File: src/rtl/frame_stream_gen.sv
// Multi-channel raster stream source: shared H/V scan, per-channel line offset,
// 1-cycle-latency frame memory reads, registered outputs two cycles after the read.
// Optional test-pattern data source is enabled by `define FRAME_STREAM_PATTERN_EN.
module frame_stream_gen #(
  parameter int unsigned NUM_CH    = 2,
  parameter int unsigned DATA_BW   = 8,
  parameter int unsigned DEPTH_BW  = 16,
  parameter int unsigned H_SIZE_BW = 10,
  parameter int unsigned V_SIZE_BW = 9,
  parameter int unsigned ADDR_BW   = 19
) (
  input  logic                             i_clk,
  input  logic                             i_rst,
  input  logic                             i_start,
  input  logic                             i_abort,
  input  logic [H_SIZE_BW-1:0]             r_hsize,
  input  logic [V_SIZE_BW-1:0]             r_vsize,
  input  logic [H_SIZE_BW-1:0]             r_hblank,
  input  logic [V_SIZE_BW-1:0]             r_vblank,
  input  logic                             r_continuous,
  input  logic [NUM_CH-1:0][V_SIZE_BW-1:0] r_ch_delay,
`ifdef FRAME_STREAM_PATTERN_EN
  input  logic                             r_pattern,
`endif
  output logic [NUM_CH-1:0]                o_rd_en,
  output logic [NUM_CH-1:0][ADDR_BW-1:0]   o_rd_addr,
  input  logic [NUM_CH-1:0][DATA_BW-1:0]   i_rd_pixel,
  input  logic [NUM_CH-1:0][DEPTH_BW-1:0]  i_rd_depth,
  output logic [NUM_CH-1:0]                o_valid,
  output logic [NUM_CH-1:0]                o_frame_start,
  output logic [NUM_CH-1:0]                o_frame_end,
  output logic [NUM_CH-1:0][DATA_BW-1:0]   o_pixel,
  output logic [NUM_CH-1:0][DEPTH_BW-1:0]  o_depth,
  output logic [NUM_CH-1:0][H_SIZE_BW-1:0] o_x,
  output logic [NUM_CH-1:0][V_SIZE_BW-1:0] o_y,
  output logic                             o_busy
);

  typedef enum logic [1:0] {ST_IDLE, ST_WAIT, ST_SCAN, ST_DONE} state_t;

  state_t state     [NUM_CH];
  state_t state_nxt [NUM_CH];

  logic [H_SIZE_BW-1:0]             cfg_hsize, cfg_hblank, h_last, hsize_m1;
  logic [V_SIZE_BW-1:0]             cfg_vsize, cfg_vblank, v_last, vsize_m1;
  logic                             cfg_cont, cfg_pattern;
  logic [NUM_CH-1:0][V_SIZE_BW-1:0] cfg_delay;

  logic [H_SIZE_BW-1:0]             hcnt;
  logic [V_SIZE_BW-1:0]             gl;
  logic                             start_acc, any_busy, all_done, any_run, gl_wrap;

  logic [NUM_CH-1:0][H_SIZE_BW-1:0] cx;
  logic [NUM_CH-1:0][V_SIZE_BW-1:0] cy;
  logic [NUM_CH-1:0][ADDR_BW-1:0]   addr;
  logic [NUM_CH-1:0]                active, frame_last, first_px, last_px;

  logic [NUM_CH-1:0]                s1_valid, s1_first, s1_last, s2_last;
  logic [NUM_CH-1:0][H_SIZE_BW-1:0] s1_x;
  logic [NUM_CH-1:0][V_SIZE_BW-1:0] s1_y;
  logic [NUM_CH-1:0][DATA_BW-1:0]   pat_pix;
  logic [NUM_CH-1:0][DEPTH_BW-1:0]  pat_depth;

  assign h_last   = cfg_hsize + cfg_hblank - H_SIZE_BW'(1);
  assign v_last   = cfg_vsize + cfg_vblank - V_SIZE_BW'(1);
  assign hsize_m1 = cfg_hsize - H_SIZE_BW'(1);
  assign vsize_m1 = cfg_vsize - V_SIZE_BW'(1);
  assign gl_wrap  = (hcnt == h_last);

  always_comb begin
    any_busy = 1'b0;
    all_done = 1'b1;
    any_run  = 1'b0;
    for (int unsigned c = 0; c < NUM_CH; c++) begin
      if (state[c] != ST_IDLE) any_busy = 1'b1;
      if (state[c] != ST_DONE) all_done = 1'b0;
      if (state[c] == ST_WAIT || state[c] == ST_SCAN) any_run = 1'b1;
    end
  end

  assign start_acc = i_start && !i_abort && !any_busy;
  assign o_busy    = any_busy;
  assign o_rd_addr = addr;

  always_ff @(posedge i_clk) begin
    if (i_rst) begin
      cfg_hsize  <= '0;
      cfg_vsize  <= '0;
      cfg_hblank <= '0;
      cfg_vblank <= '0;
      cfg_cont   <= 1'b0;
      cfg_delay  <= '0;
    end else if (start_acc) begin
      cfg_hsize  <= r_hsize;
      cfg_vsize  <= r_vsize;
      cfg_hblank <= r_hblank;
      cfg_vblank <= r_vblank;
      cfg_cont   <= r_continuous;
      cfg_delay  <= r_ch_delay;
    end
  end

`ifdef FRAME_STREAM_PATTERN_EN
  always_ff @(posedge i_clk) begin
    if (i_rst)          cfg_pattern <= 1'b0;
    else if (start_acc) cfg_pattern <= r_pattern;
  end
`else
  assign cfg_pattern = 1'b0;
`endif

  // Global line counter runs only while some channel still waits or scans.
  always_ff @(posedge i_clk) begin
    if (i_rst || i_abort || start_acc) begin
      hcnt <= '0;
      gl   <= '0;
    end else if (any_run) begin
      if (gl_wrap) begin
        hcnt <= '0;
        gl   <= gl + V_SIZE_BW'(1);
      end else begin
        hcnt <= hcnt + H_SIZE_BW'(1);
      end
    end
  end

  always_ff @(posedge i_clk) begin
    for (int unsigned c = 0; c < NUM_CH; c++)
      state[c] <= i_rst ? ST_IDLE : state_nxt[c];
  end

  // Delay-0 channels skip WAIT; others enter SCAN as gl steps onto their delay,
  // so every channel starts exactly on a global line boundary.
  always_comb begin
    for (int unsigned c = 0; c < NUM_CH; c++) begin
      state_nxt[c] = state[c];
      if (i_abort) begin
        state_nxt[c] = ST_IDLE;
      end else begin
        case (state[c])
          ST_IDLE: if (start_acc) state_nxt[c] = (r_ch_delay[c] == '0) ? ST_SCAN : ST_WAIT;
          ST_WAIT: if (gl_wrap && (gl + V_SIZE_BW'(1)) == cfg_delay[c]) state_nxt[c] = ST_SCAN;
          ST_SCAN: if (frame_last[c] && !cfg_cont) state_nxt[c] = ST_DONE;
          ST_DONE: if (all_done) state_nxt[c] = ST_IDLE;
          default: state_nxt[c] = ST_IDLE;
        endcase
      end
    end
  end

  always_comb begin
    active     = '0;
    frame_last = '0;
    first_px   = '0;
    last_px    = '0;
    o_rd_en    = '0;
    for (int unsigned c = 0; c < NUM_CH; c++) begin
      active[c]     = (state[c] == ST_SCAN) && (cx[c] < cfg_hsize) && (cy[c] < cfg_vsize);
      frame_last[c] = (state[c] == ST_SCAN) && (cx[c] == h_last) && (cy[c] == v_last);
      first_px[c]   = active[c] && (cx[c] == '0) && (cy[c] == '0);
      last_px[c]    = active[c] && (cx[c] == hsize_m1) && (cy[c] == vsize_m1);
      o_rd_en[c]    = active[c] && !cfg_pattern;
    end
  end

  // Counters sit at zero outside SCAN, so frame entry needs no explicit clear.
  always_ff @(posedge i_clk) begin
    for (int unsigned c = 0; c < NUM_CH; c++) begin
      if (i_rst || i_abort || state[c] != ST_SCAN || frame_last[c]) begin
        cx[c]   <= '0;
        cy[c]   <= '0;
        addr[c] <= '0;
      end else begin
        if (cx[c] == h_last) begin
          cx[c] <= '0;
          cy[c] <= cy[c] + V_SIZE_BW'(1);
        end else begin
          cx[c] <= cx[c] + H_SIZE_BW'(1);
        end
        if (active[c]) addr[c] <= addr[c] + ADDR_BW'(1);
      end
    end
  end

  always_comb begin
    pat_pix   = '0;
    pat_depth = '0;
    for (int unsigned c = 0; c < NUM_CH; c++) begin
      pat_pix[c]   = DATA_BW'(8'(s1_x[c]) ^ 8'(s1_y[c]));
      pat_depth[c] = DEPTH_BW'({s1_y[c], s1_x[c]});
    end
  end

  always_ff @(posedge i_clk) begin
    if (i_rst || i_abort) begin
      s1_valid      <= '0;
      s1_first      <= '0;
      s1_last       <= '0;
      s1_x          <= '0;
      s1_y          <= '0;
      s2_last       <= '0;
      o_valid       <= '0;
      o_frame_start <= '0;
      o_frame_end   <= '0;
      o_pixel       <= '0;
      o_depth       <= '0;
      o_x           <= '0;
      o_y           <= '0;
    end else begin
      s1_valid      <= active;
      s1_first      <= first_px;
      s1_last       <= last_px;
      s1_x          <= cx;
      s1_y          <= cy;
      s2_last       <= s1_last;
      o_valid       <= s1_valid;
      o_frame_start <= s1_valid & s1_first;
      o_frame_end   <= s2_last;
      for (int unsigned c = 0; c < NUM_CH; c++) begin
        if (s1_valid[c]) begin
          o_x[c]     <= s1_x[c];
          o_y[c]     <= s1_y[c];
          o_pixel[c] <= cfg_pattern ? pat_pix[c]   : i_rd_pixel[c];
          o_depth[c] <= cfg_pattern ? pat_depth[c] : i_rd_depth[c];
        end
      end
    end
  end

endmodule

File: config.mk
export PLATFORM = sky130hd
export DESIGN_NAME = frame_stream_gen
export DESIGN_NICKNAME = d
export VERILOG_FILES = /design/src/rtl/frame_stream_gen.sv
export SDC_FILE = /design/constraint.sdc
export NUM_CORES = 1
export LEC_CHECK = 0
export CAP_MARGIN = 5
export CORE_MARGIN = 2
export CORE_UTILIZATION = 30
export CTS_CLUSTER_SIZE = 10
export DETAILED_ROUTE_END_ITERATION = 7
export PLACE_DENSITY = 0.53
export SLEW_MARGIN = 20
export SYNTH_ARGS = -nofsm -noshare
export SYNTH_HDL_FRONTEND = slang
export SYNTH_SLANG_ARGS = --single-unit
File: constraint.sdc
create_clock -name i_clk -period 3.26 [get_ports i_clk]
set_input_delay 0.815 -clock i_clk [delete_from_list [all_inputs] [get_ports i_clk]]
set_output_delay 0.815 -clock i_clk [all_outputs]
set_load 0.05 [all_outputs]
==> key figures <==
Status
  – Status: complete, but fails checks
  – Failing checks: setup timing

Setup path
  – Reg2reg start: cfg_hsize[1]
  – CP most frequent cell: o21a_1
  – Worst-path cell chain: inv_2 -> buf_6 -> ha_4 -> nor2b_4 -> o21a_1 -> o21a_1 -> o21ai_2 -> a21oi_2 -> or4b_4 -> inv_4 -> buf_12
  – Setup crit start kind: register
  – Worst Reg2Reg Path Length in Cells: 18
  – CP peak stage delay: 0.56 ns
  – Reg2Reg Setup Slack: -0.13 ns
  – Worst EP required: 2.44 ns
  – Kind of critical path: register to output pin
  – CP Capture Type: output pin
  – Slowest CP cell: or4b_4
  – R2r endpoint: o_rd_addr[17]
  – Worst path arrival time: 2.72 ns
  – Critical-path maximum fanout: 4

Finish
  – Fin cells: 2758
  – Nets: 2273
  – Final Instance Area: 21200 um2
  – Area delta synth->final: 40.4%
  – Ratio of cells with drive above 1 in the final layout: 0.173
  – Fill cells: 4927

Global routing
  – Met2 Use GR: 0.299
  – Number of global-route vias before repair: 13200
  – Largest net degree at the start of global routing: 99
  – Global-route wire length before repair: 74300 um
  – Total grt overflow: 0
  – Met3 usage: 0.0317
  – GRT Total Usage: 0.178
  – Met1 Track Usage GR: 0.232
  – Gr busiest metal: met2
  – Antenna violations before repair: 0

Synth
  – Predominant post-synthesis flop cell: dfxtp_1
  – Synthesized area: 15100 um2
  – Async SR Flop Fraction: 0
  – Synth area leader: dfxtp_1
  – Mapped Nets: 1924
  – Seq/Total Area, Yosys: 0.389
  – Share of the synthesized area in the top cell type: 0.389
  – Synth cell count leaders: dfxtp_1 (294), nor2_1 (203), nand2_1 (162)
  – Synthesized area per cell: 8.79 um2
  – Top-count cell post-synth: dfxtp_1
  – YS warnings: 0
  – Synth top area cells: dfxtp_1 (39%), ha_1 (7.8%), xnor2_1 (6.8%)
  – Distinct cells, synth: 69
  – #FFs+latches synth: 294
  – Mapped Cells: 1719
  – EDFF count, synth: 0

Routing
  – # DRC: 0
  – Routed Antenna Nets: 0
  – Post-Route WL: 47700 um
  – Routed len/inst: 17.3 um
  – Drt via density: 4.80
  – Via count: 13200
  – 1st-iter DRT viols: 591
  – 1st-pass router iterations: 5

Min path
  – Hold crit path type: register to register
  – Hold Path End: s2_last[1]
  – Hold path cells: 1
  – Hold_sp: s1_last[1]

Die
  – Die area: 52200 um2
  – Die width: 228 um
  – Cell row count: 82
  – Initial Utilization: 0.302
  – Chip height: 228 um
  – Core footprint: 50000 um2
  – Num ports: 242

Place
  – Placed Cells: 2663
  – GP Congestion: 0.893
  – DPL Wire Length: 35000 um
  – Placed cell areas: 19000 um2
  – Port Buffers: 241

STA
  – Max Slew Vio Count: 0
  – Layout Skew: 0.0234 ns
  – Slew headroom: 0.426
  – Worst-case setup margin in the final layout: -0.271 ns
  – Final hold vios: 0
  – F_max: 283 MHz
  – Worst Tran Pin Value: 0.857 ns
  – Setup violations, final: 32
  – RSZ-0062 raised after global routing: yes
  – Fin crit period: 3.53 ns
  – Crit share post-route: 1.08

Pwr
  – Pwr dens: 484 nW/um2
  – P_leak: 0.00781 uW
  – Worst IR Drop VDD: 0.344 mV

Flow run
  – Max-Cap Viols: 0

Clocking
  – Clock sink count: 294
  – Num CTS Buffers: 38
  – Clock Pin Slew Worst Setup and Hold Paths: 0.06 ns
  – Worst skew pair latency: 0.56 ns
  – Clock Path Buffers: 3
  – Htree depth: 2
  – Root buf cell: clkbuf_16
  – CTS tree: done
[repair_timing]
item                                    in CTS  in global routing
gates cloned                                 3                  4
gates resized for setup                     63                102
endpoints found under the setup margin      70                 90
buffers inserted                            41                  9
pin swaps                                   57                 55
hold buffers                                 0                  0
[sequential cells by signal, indices dropped and copies added, names as in the netlist, 18 cells and up]
name       cells
o_rd_addr     38
o_depth       32
pat_depth     32
cx            20
o_x           20
cfg_delay     18
cy            18
o_y           18
[layer usage]
| layer | vias to the layer above | part of all wire |
|---|---|---|
| li1 | 6536 | - |
| met1 | 6246 | 0.45 |
| met2 | 367 | 0.46 |
| met3 | 81 | 0.057 |
| met4 | 0 | 0.027 |
| met5 | - | 0 |
[cells in the final DEF, fill, tap and decap left out, types with 9 or more instances in the layout]
cell,instances
nor2_2,23
nand2_1,162
buf_12,9
ha_4,9
clkbuf_16,42
o41ai_1,14
and3_1,17
nor2_1,176
mux2i_1,92
or3_1,9
a21oi_1,79
nor3_1,23
xnor2_1,112
clkdlybuf4s50_1,238
and4_1,9
dfxtp_1,289
xor2_1,59
nor4_1,28
o21a_1,15
xnor3_1,12
buf_4,138
o21ai_0,14
ha_1,84
and2_1,36
a21oi_2,24
inv_1,104
buf_6,15
nand3_1,39
nand4_1,35
[cell families (layout without fill, tap and decap cells)]
logic type / count (synthesis) / after routing / share of synthesized area
muxes: 93 / 93 / 0.0617
buffers and inverters: 209 / 575 / 0.0541
DFF: 294 / 294 / 0.389
other: 0 / 1 / 0
xor gates and xnor gates: 192 / 192 / 0.125
adders and majority gates: 96 / 96 / 0.0805
AOI/OAI and AO/OA: 206 / 206 / 0.0871
and+or+nand+nor: 629 / 629 / 0.202
[how the worst max path moves through the flow]
stage,start,end,cells past startpoint
2_1_floorplan,cfg_vsize[1],o_rd_en[0],10
3_3_place_gp,cfg_hsize[1],o_rd_addr[25],17
3_5_place_dp,cfg_hsize[1],o_rd_addr[28],17
4_1_cts,cfg_hsize[1],o_rd_en[0],11
5_1_grt,cfg_hsize[1],o_rd_en[0],11
6_report,cfg_hsize[1],o_rd_en[0],11
[critical path: cells and delay by family (launching register included)]
family / cells / cell delay, ns
AO/OA/AOI/OAI: 4 / 0.58
adder cells (fa/ha/maj): 1 / 0.20
flip-flops: 1 / 0.33
buffers and inverters: 4 / 0.37
AND/OR/NAND/NOR: 2 / 0.68
[report_power, final]
group	switching, uW	total [uW]	leakage, uW	internal [uW]
combinational	1430	2760	0.00491	1330
sequential	51.1	3710	0.00238	3660
clock	1580	3810	0.000531	2220
[area by class of cell]
class	instances	area (um2)	share of cell area
Inverter	113	429	0.0202
Multi-Input combinational cell	1216	9080	0.428
Sequential cell	294	5890	0.278
Clock inverter	8	66.3	0.00312
Timing Repair Buffer	405	3870	0.183
Tap cell	672	841	0.0396
Antenna cell	1	2.50	0.000118
Clock buffer	49	1030	0.0487
[per-stage QoR]
stage               setup TNS, ns  power (uW)  utilization  worst slack, ns  hold slack [ns]
detailed placement          -6.58        6170        0.381           -0.155            0.429
finish                      -3.16       10300        0.425           -0.271            0.437
CTS                         -1.93       10300        0.414           -0.311            0.442
global placement            -3.70        6150        0.381          -0.0988            0.416
global route               -10.36       10800        0.425           -0.367            0.454
floorplan                 -0.0611        5360            -          -0.0611            0.406
Power figures use the tool's default switching activity.
